**config.mk**
```make
export PLATFORM = sky130hd
export DESIGN_NAME = regfile_arbiter_flat
export DESIGN_NICKNAME = d
export VERILOG_FILES = /design/src/rtl/rf_arb_pkg.sv /design/src/rtl/regfile_arbiter_if.sv /design/src/rtl/rr_pick2.sv /design/src/rtl/regfile_arbiter.sv /design/src/flat_wrapper.sv
export SDC_FILE = /design/constraint.sdc
export NUM_CORES = 1
export LEC_CHECK = 0
export ABC_AREA = 1
export CAP_MARGIN = 20
export CORE_ASPECT_RATIO = 0.8
export CORE_MARGIN = 10
export CORE_UTILIZATION = 37
export DETAILED_ROUTE_END_ITERATION = 6
export GPL_TIMING_DRIVEN = 0
export HOLD_SLACK_MARGIN = 0.06
export PLACE_DENSITY = 0.75
export REMOVE_ABC_BUFFERS = 1
export SKIP_LAST_GASP = 1
export SYNTH_ARGS = -nofsm -noshare
export SYNTH_HDL_FRONTEND = slang
export SYNTH_HIERARCHICAL = 1
export SYNTH_SLANG_ARGS = --single-unit
```
**constraint.sdc**
```tcl
create_clock -name Clk -period 1.3 [get_ports Clk]
set_clock_uncertainty 0.2 [all_clocks]
set_input_delay 0.195 -clock Clk [delete_from_list [all_inputs] [get_ports Clk]]
set_output_delay 0.195 -clock Clk [all_outputs]
set_load 0.005 [all_outputs]
```
**src/rtl/rf_arb_pkg.sv**
```systemverilog
// rf_arb_pkg
// Shared definitions for the register-file arbiter slice: FSM state
// encoding, default data/address widths and requester IDs.
// No ports (package).
package rf_arb_pkg;

    localparam int DEF_DW = 8;
    localparam int DEF_AW = 4;

    localparam logic [1:0] S_IDLE   = 2'd0;
    localparam logic [1:0] S_ACCESS = 2'd1;
    localparam logic [1:0] S_RESP   = 2'd2;

    typedef enum logic [1:0] {
        ST_IDLE   = S_IDLE,
        ST_ACCESS = S_ACCESS,
        ST_RESP   = S_RESP
    } state_t;

    localparam logic ID0 = 1'b0;
    localparam logic ID1 = 1'b1;

endpackage

```
**src/rtl/regfile_arbiter_if.sv**
```systemverilog
// regfile_arbiter_if
// Bundles the two client request/ack ports and the register file port.
//   client side : req0/1, we0/1, addr0/1, wdata0/1 -> arbiter
//                 ack0/1, rdata0/1, busy          <- arbiter
//   rf side     : rf_raddr, rf_waddr, rf_ren, rf_wen, rf_wdata <- arbiter
//                 rf_rdata -> arbiter
// Modports: slave = arbiter, master = clients plus register file.
interface regfile_arbiter_if #(
    parameter int DW = 8,
    parameter int AW = 4
);
    logic          req0;
    logic          req1;
    logic          we0;
    logic          we1;
    logic [AW-1:0] addr0;
    logic [AW-1:0] addr1;
    logic [DW-1:0] wdata0;
    logic [DW-1:0] wdata1;
    logic          ack0;
    logic          ack1;
    logic [DW-1:0] rdata0;
    logic [DW-1:0] rdata1;
    logic          busy;
    logic [AW-1:0] rf_raddr;
    logic [AW-1:0] rf_waddr;
    logic          rf_ren;
    logic          rf_wen;
    logic [DW-1:0] rf_wdata;
    logic [DW-1:0] rf_rdata;

    modport slave (
        input  req0, req1, we0, we1, addr0, addr1, wdata0, wdata1, rf_rdata,
        output ack0, ack1, rdata0, rdata1, busy,
               rf_raddr, rf_waddr, rf_ren, rf_wen, rf_wdata
    );

    modport master (
        output req0, req1, we0, we1, addr0, addr1, wdata0, wdata1, rf_rdata,
        input  ack0, ack1, rdata0, rdata1, busy,
               rf_raddr, rf_waddr, rf_ren, rf_wen, rf_wdata
    );

endinterface

```
**src/rtl/rr_pick2.sv**
```systemverilog
// rr_pick2
// Combinational two-way round-robin chooser.
//   req0, req1 : requests
//   last       : ID of the most recently served requester
//   valid      : at least one request present
//   id         : chosen requester
module rr_pick2
    import rf_arb_pkg::*;
(
    input  logic req0,
    input  logic req1,
    input  logic last,
    output logic valid,
    output logic id
);

    // On a tie the requester that was not served last wins.
    always_comb begin
        valid = req0 | req1;
        id    = ID0;
        if (req0 && req1) begin
            id = ~last;
        end else if (req1) begin
            id = ID1;
        end
    end

endmodule

```
**src/rtl/regfile_arbiter.sv**
```systemverilog
// regfile_arbiter
// Serialises register-file accesses from two clients with round-robin
// fairness. Each transaction is IDLE -> ACCESS -> RESP (3 cycles).
//   Clk, Rst : clock, synchronous active-high reset
//   bus      : regfile_arbiter_if.slave (client ports + register file port)
module regfile_arbiter
    import rf_arb_pkg::*;
#(
    parameter int DW = DEF_DW,
    parameter int AW = DEF_AW
) (
    input  logic                Clk,
    input  logic                Rst,
    regfile_arbiter_if.slave    bus
);

    state_t        state;
    state_t        next_state;
    logic          last;
    logic          cur_we;
    logic          cur_id;
    logic [AW-1:0] cur_addr;
    logic [DW-1:0] cur_wdata;
    logic          rf_ren_q;
    logic          rf_wen_q;
    logic          ack0_q;
    logic          ack1_q;
    logic [DW-1:0] rdata0_q;
    logic [DW-1:0] rdata1_q;

    logic          pick_valid;
    logic          pick_id;
    logic          grant;
    logic          sel_we;
    logic [AW-1:0] sel_addr;
    logic [DW-1:0] sel_wdata;
    logic          ren_next;
    logic          wen_next;
    logic          ack0_next;
    logic          ack1_next;

    rr_pick2 u_pick (
        .req0  (bus.req0),
        .req1  (bus.req1),
        .last  (last),
        .valid (pick_valid),
        .id    (pick_id)
    );

    // Next state plus the next values of the registered outputs. The rf
    // enables are set one cycle ahead so they are high exactly in ACCESS,
    // and acks are set during ACCESS so they are high exactly in RESP.
    always_comb begin
        next_state = state;
        grant      = 1'b0;
        sel_we     = bus.we0;
        sel_addr   = bus.addr0;
        sel_wdata  = bus.wdata0;
        ren_next   = 1'b0;
        wen_next   = 1'b0;
        ack0_next  = 1'b0;
        ack1_next  = 1'b0;

        if (pick_id == ID1) begin
            sel_we    = bus.we1;
            sel_addr  = bus.addr1;
            sel_wdata = bus.wdata1;
        end

        case (state)
            ST_IDLE: begin
                if (pick_valid) begin
                    grant      = 1'b1;
                    ren_next   = ~sel_we;
                    wen_next   = sel_we;
                    next_state = ST_ACCESS;
                end
            end
            ST_ACCESS: begin
                ack0_next  = (cur_id == ID0);
                ack1_next  = (cur_id == ID1);
                next_state = ST_RESP;
            end
            ST_RESP: begin
                next_state = ST_IDLE;
            end
            default: begin
                next_state = ST_IDLE;
            end
        endcase
    end

    // Commands are latched only on a grant, so client changes during
    // ACCESS/RESP never reach the register file. Read data is captured at
    // the end of ACCESS while rf_ren is still asserted.
    always_ff @(posedge Clk) begin
        if (Rst) begin
            state     <= ST_IDLE;
            last      <= ID1;
            cur_we    <= 1'b0;
            cur_id    <= ID0;
            cur_addr  <= '0;
            cur_wdata <= '0;
            rf_ren_q  <= 1'b0;
            rf_wen_q  <= 1'b0;
            ack0_q    <= 1'b0;
            ack1_q    <= 1'b0;
            rdata0_q  <= '0;
            rdata1_q  <= '0;
        end else begin
            state    <= next_state;
            rf_ren_q <= ren_next;
            rf_wen_q <= wen_next;
            ack0_q   <= ack0_next;
            ack1_q   <= ack1_next;
            if (grant) begin
                cur_we    <= sel_we;
                cur_id    <= pick_id;
                cur_addr  <= sel_addr;
                cur_wdata <= sel_wdata;
            end
            if (state == ST_ACCESS) begin
                last <= cur_id;
                if (!cur_we) begin
                    if (cur_id == ID0) begin
                        rdata0_q <= bus.rf_rdata;
                    end else begin
                        rdata1_q <= bus.rf_rdata;
                    end
                end
            end
        end
    end

    assign bus.rf_raddr = cur_addr;
    assign bus.rf_waddr = cur_addr;
    assign bus.rf_wdata = cur_wdata;
    assign bus.rf_ren   = rf_ren_q;
    assign bus.rf_wen   = rf_wen_q;
    assign bus.ack0     = ack0_q;
    assign bus.ack1     = ack1_q;
    assign bus.rdata0   = rdata0_q;
    assign bus.rdata1   = rdata1_q;
    assign bus.busy     = (state != ST_IDLE);

endmodule

```
**src/flat_wrapper.sv**
```systemverilog
// flat-port wrapper written by rule: the top's interface ports become plain ports
module regfile_arbiter_flat import rf_arb_pkg::*;
#(
    parameter int DW = DEF_DW,
    parameter int AW = DEF_AW
)
  (Clk, Rst, bus_req0, bus_req1, bus_we0, bus_we1, bus_addr0, bus_addr1, bus_wdata0, bus_wdata1, bus_rf_rdata, bus_ack0, bus_ack1, bus_rdata0, bus_rdata1, bus_busy, bus_rf_raddr, bus_rf_waddr, bus_rf_ren, bus_rf_wen, bus_rf_wdata);
  regfile_arbiter_if #(.DW(DW), .AW(AW)) bus_i ();
  input  logic Clk;
  input  logic Rst;
  input wire logic [$bits(bus_i.req0)-1:0] bus_req0;
  input wire logic [$bits(bus_i.req1)-1:0] bus_req1;
  input wire logic [$bits(bus_i.we0)-1:0] bus_we0;
  input wire logic [$bits(bus_i.we1)-1:0] bus_we1;
  input wire logic [$bits(bus_i.addr0)-1:0] bus_addr0;
  input wire logic [$bits(bus_i.addr1)-1:0] bus_addr1;
  input wire logic [$bits(bus_i.wdata0)-1:0] bus_wdata0;
  input wire logic [$bits(bus_i.wdata1)-1:0] bus_wdata1;
  input wire logic [$bits(bus_i.rf_rdata)-1:0] bus_rf_rdata;
  output wire logic [$bits(bus_i.ack0)-1:0] bus_ack0;
  output wire logic [$bits(bus_i.ack1)-1:0] bus_ack1;
  output wire logic [$bits(bus_i.rdata0)-1:0] bus_rdata0;
  output wire logic [$bits(bus_i.rdata1)-1:0] bus_rdata1;
  output wire logic [$bits(bus_i.busy)-1:0] bus_busy;
  output wire logic [$bits(bus_i.rf_raddr)-1:0] bus_rf_raddr;
  output wire logic [$bits(bus_i.rf_waddr)-1:0] bus_rf_waddr;
  output wire logic [$bits(bus_i.rf_ren)-1:0] bus_rf_ren;
  output wire logic [$bits(bus_i.rf_wen)-1:0] bus_rf_wen;
  output wire logic [$bits(bus_i.rf_wdata)-1:0] bus_rf_wdata;
  assign bus_i.req0 = bus_req0;
  assign bus_i.req1 = bus_req1;
  assign bus_i.we0 = bus_we0;
  assign bus_i.we1 = bus_we1;
  assign bus_i.addr0 = bus_addr0;
  assign bus_i.addr1 = bus_addr1;
  assign bus_i.wdata0 = bus_wdata0;
  assign bus_i.wdata1 = bus_wdata1;
  assign bus_i.rf_rdata = bus_rf_rdata;
  assign bus_ack0 = bus_i.ack0;
  assign bus_ack1 = bus_i.ack1;
  assign bus_rdata0 = bus_i.rdata0;
  assign bus_rdata1 = bus_i.rdata1;
  assign bus_busy = bus_i.busy;
  assign bus_rf_raddr = bus_i.rf_raddr;
  assign bus_rf_waddr = bus_i.rf_waddr;
  assign bus_rf_ren = bus_i.rf_ren;
  assign bus_rf_wen = bus_i.rf_wen;
  assign bus_rf_wdata = bus_i.rf_wdata;
  regfile_arbiter #(.DW(DW), .AW(AW)) u_core (.Clk(Clk), .Rst(Rst), .bus(bus_i));
endmodule
```
# --- Word-level counts from Yosys, hierarchy flattened ---
# Cells that the tools add are included.
totals:
  inputBits: 38
  register_bits: 37
  output_inout_bits: 37
  wordCells: 38
classes:
  n_bitwise: 8
  reduce_logical: 7
  muxes: 9
  eq_ne: 2
ops:
  columns: ["op", "n"]
  rows:
  - ["two-way mux 8 bit", 1]
  - ["inverter 1 bit", 7]
  - ["AND reduction 3 bit", 2]
  - ["two-way mux 1 bit", 5]
  - ["two-way mux 4 bit", 1]
  - ["one-hot mux 2 bit (2 select lines)", 1]
  - ["OR reduction 3 bit", 1]
  - ["equality test 2 x 1 -> 1 bit (second input constant)", 1]
  - ["zero test 2 bit", 1]
  - ["two-way mux 2 bit", 1]
  - ["inequality test 2 x 1 -> 1 bit (second input constant)", 1]
  - ["nonzero test 2 bit", 1]
  - ["OR reduction 2 bit", 1]
  - ["logical AND 1 bit", 1]
  - ["bitwise OR 1 bit", 1]

# --- Logic depth before layout (Yosys ltp) ---
depth:
  word_depth: 4
  depth_mapped: 8
  depth_no_buf: 7

# --- By module ---
# Netlist, hierarchy kept.
by_module_without_submodules:
  columns: ["module", "cells_per_inst", "instances", "area_each_um2", "seq_area_each_um2"]
  rows:
  - ["regfile_arbiter", 252, 1, 1684.1, 740.7]
  - ["rr_pick2", 3, 1, 15.0, 0.0]

# --- Least setup slack after synthesis ---
# No wires, ideal clock.
synth_path:
  path_kind: "reg-to-reg"
  start: "register u_core.last"
  end: "register u_core.cur_addr[0], in the netlist u_core/bus.rf_raddr[0]"
  setup_slack_ps: -106
  stages_incl_launch_ff: 8
  period_less_slack_ps: 1406
  path_buffers: 1
  required_time_ps: 987
  arrival_time_ps: 1093
  setup_ps: 113
  path_cell_list: "dfxtp_1 -> a21oi_1 -> inv_1 -> buf_2 -> nand2_1 -> nand2_1 -> nor2_1 -> nor2_1"
synth_between:
  elab_chain_len: 3
synth_lines:
  columns: ["element", "line_no", "rtl"]
  rows:
  - ["from (decl)", "regfile_arbiter.sv:19", "logic last;"]
  - ["from (signal assigned)", "regfile_arbiter.sv:123", "last <= cur_id;"]
  - ["inverter 1 bit", "rr_pick2.sv:22", "id = ~last;"]
  - ["two-way mux 1 bit", "rr_pick2.sv:21", "if (req0 && req1) begin"]
  - ["named net u_core.pick_id", "regfile_arbiter.sv:32", "logic pick_id;"]
  - ["two-way mux 4 bit", "regfile_arbiter.sv:64", "if (pick_id == ID1) begin"]
  - ["to (signal assigned)", "regfile_arbiter.sv:119", "cur_addr <= sel_addr;"]
  - ["to (decl)", "regfile_arbiter.sv:22", "logic [AW-1:0] cur_addr;"]
# The timed path passes the listed nets, and every way through them passes these cells.
# A chain may end at the register's enable or synchronous reset.

# --- Worst setup path after layout ---
layout_path:
  start: "register u_core.last"
  end: "register u_core.cur_wdata[7], in the netlist u_core/bus.rf_wdata[7]"
layout_between:
  elab_chain_len: 3
layout_lines:
  columns: ["element", "line_no", "rtl"]
  rows:
  - ["inverter 1 bit", "rr_pick2.sv:22", null]
  - ["two-way mux 1 bit", "rr_pick2.sv:21", null]
  - ["named net u_core.pick_id", "regfile_arbiter.sv:32", null]
  - ["two-way mux 8 bit", "regfile_arbiter.sv:64", null]
  - ["to (signal assigned)", "regfile_arbiter.sv:120", "cur_wdata <= sel_wdata;"]
  - ["to (decl)", "regfile_arbiter.sv:23", "logic [DW-1:0] cur_wdata;"]
# The timed path passes the listed nets, and every way through them passes these cells.

==> summary.md <==
| Metric | Value |
|---|---|
| Status | `complete, but fails checks` |
| Violated checks | `setup timing` |
| Sequential fraction of the synthesis area | `43.59%` |
| Largest net degree at the start of global routing | `27` |
| Comb pwr share | `26.2%` |
| Core Region | `0.004309 mm^2` |
| DIE WIDTH | `95.77 um` |
| Vias | `1713` |
| Hold crit path type | `input port to register` |
| Unrepaired setup endpoints after global routing | `true` |
| Final setup violation count | `12` |
| Clock Power Share | `28.2%` |
| Antenna cells | `0` |
| Worst setup SP type | `register` |
| DRC Markers | `0` |
| # Max-Cap Violations | `0` |
| TritonCTS Buffers | `5` |
| Vias/cell | `4.326` |
| Grt total ovfl | `0` |
| Post-route ant nets | `0` |
| DP HPWL | `3458 um` |
| Synth top area share | `43.59%` |
| Drt pass-1 iters | `7` |
| Layout cell share with drive strength beyond 1 | `14.75%` |
| Fraction of power spent switching nets | `28.13%` |
| IO Pins | `75` |
| Area Overhead vs Synth | `57.36%` |
| Vias in the first global route | `1607` |
| Internal Pwr Total | `2.034 mW` |
| Chip Height | `80.61 um` |
| Most area-hungry cell type in the Yosys netlist | `dfxtp_1` |
| Worst-path maximum fanout | `6` |
| Sum of negative setup slack | `-485.0 ps` |
| Worst-margin pin slew | `311.4 ps` |
| Maximum vdd drop | `0.4456 mV` |
| Final wirelength | `5091 um` |
| Leakage | `1.328 nW` |
| Netlist Area Pre-Place | `0.001699 mm^2` |
| Initial Util | `39.43%` |
| PnR worst setup slack | `-54.83 ps` |
| Sink Count | `37` |
| First-pass GRT wire length | `7769 um` |
| CP required | `1280 ps` |
| Worst slew margin | `79.21%` |
| Setup CP Type | `register to register` |
| Final net count | `377` |
| Final Max Slew Viols | `0` |
| Max Clk Rate | `738.1 MHz` |
| Routed wire per std cell | `12.86 um` |
| CTS Hold Bufs | `0` |
| DIE AREA | `0.007720 mm^2` |
| CP Capture Type | `register` |
| Post-Syn Instances | `255` |
| Pre-CTS WS | `-1046 ps` |
| Arrival @ worst endpoint | `1340 ps` |
| CTS root buf | `clkbuf_8` |
| Gpl congestion | `0.7360` |
| Sequential power share | `45.7%` |
| Clock tree buffer depth | `2` |
| Final worst-path cycle share | `104.2%` |
| Aggregate global-route resource usage | `12.92%` |
| Row Count | `21` |
| Register bit total from synthesis | `37` |
| Final Hold Vio Count | `0` |
| Synthesis warning total | `6` |
| Tmin final | `1355 ps` |
| Antenna violations before repair | `0` |
| Synth unique cells | `18` |
| PwrDens | `1058 mW/mm^2` |
| IO Port Bufs | `74` |
| Switching power | `0.7960 mW` |
| Syn_area_per_cell | `6.663 um^2` |
| Worst skew pair latency | `280 ps` |
| Main area contributors after synthesis | `dfxtp_1 (44%), nand2_1 (18%), nor2_1 (11%)` |
| TritonCTS clock tree | `built` |
| Clock-pin transition on the worst setup and hold timing paths | `70 ps` |
| 1st-iter DRT viols | `60` |
| CTS HTree Levels | `2` |
## layout make-up
type	instances	area, um^2
clock buffer	7	86.33
fill	411	1635
inverter	31	123.9
multi-input combinational	174	784.5
sequential	37	758.2
tap	57	71.32
timing repair buffer	88	834.6
timing repair inverter	2	15.01
## repair_timing
action	CTS	global route
gates cloned	3	0
endpoints found under the setup margin	74	44
setup buffers	9	5
pin swaps	6	19
resized for setup	61	24
## placed cells by master (no fill, tap or decap), drive strengths merged
master         instances
nand2                 82
nor2                  58
dfxtp                 37
clkdlybuf4s50         34
inv                   29
dlygate4sd2           27
nand3                 19
buf                   15
clkdlybuf4s15         11
a21oi                 10
clkbuf                 8
clkinvlp               4
o21ai                  2
nor3                   1
and2                   1
or2                    1
## synthesized netlist by cell type
library cell / count
nand2_1: 81
nor2_1: 51
dfxtp_1: 37
inv_1: 30
nand3_1: 19
a21oi_1: 10
buf_4: 5
buf_6: 4
nor2_4: 4
buf_2: 3
clkbuf_1: 2
nor2_2: 2
o21ai_0: 2
and2_1: 1
inv_2: 1
nand2_4: 1
nor3_1: 1
or2_1: 1
## metal layers
metal / vias to the layer above / track usage [%] / routed length (um)
met1: 722 / 13.71 / 1957
met2: 52 / 22.77 / 2611
met4: 0 / 5.735 / 99
met5: - / 0 / 0
li1: 929 / - / -
met3: 10 / 4.275 / 422
## final timing paths
check	start	end	slack, ps	cells past startpoint
worst max-delay path	u_core/last	u_core/bus.rf_wdata[7]	-50	7
worst min-delay path	Rst	u_core/cur_id	180	2
worst max register to register	u_core/last	u_core/bus.rf_wdata[7]	-50	7
worst min register to register	u_core/bus.rdata1[7]	u_core/bus.rdata1[7]	270	2
## power by group through the flow
stage	Sequential (mW)	Combinational [mW]	Clock, mW
2_1_floorplan	1.32	0.299	0
3_5_place_dp	1.31	0.692	0
6_report	1.29	0.741	0.797
5_1_grt	1.30	0.832	0.874
4_1_cts	1.29	0.689	0.827
3_3_place_gp	1.31	0.679	0
## metrics by stage
stage | std cells | util, % | hold WS, ps | power [mW] | area [um^2]
2_1_floorplan | 241 | - | 64.07 | 1.618 | 1594
3_3_place_gp | 372 | 55.84 | 261.1 | 1.988 | 2406
3_5_place_dp | 373 | 56.01 | 269.8 | 2.004 | 2414
4_1_cts | 392 | 60.10 | 177.2 | 2.805 | 2590
5_1_grt | 396 | 62.05 | 193.5 | 3.009 | 2674
6_report | 396 | 62.05 | 178.6 | 2.830 | 2674
## critical path, cell delays in order, from the launching register on
cell	delay (ps)
dfxtp_2	330
a21oi_4	130
buf_6	150
clkinvlp_4	160
nand2_1	110
nand2_1	50
nor2_1	90
nor2_1	40
## state kept, by name, summed over array words and instances, names as in the netlist
name                 flops
u_core/bus.rdata0        8
u_core/bus.rf_wen        1
u_core/cur_id            1
u_core/bus.rdata1        8
u_core/cur_we            1
u_core/bus.rf_raddr      4
u_core/bus.rf_ren        1
u_core/last              1
u_core/state             2
u_core/bus.rf_wdata      8
u_core/bus.ack1          1
u_core/bus.ack0          1
## cell families (layout without fill, tap and decap cells)
logic type | after synthesis | in the layout | synth area share, %
AND/OR/NAND/NOR | 161 | 162 | 39.84
buffers and inverters | 45 | 128 | 13.03
flip-flops | 37 | 37 | 43.59
AO/OA/AOI/OAI | 12 | 12 | 3.535
Note: power is estimated with default switching activity, not from simulation.
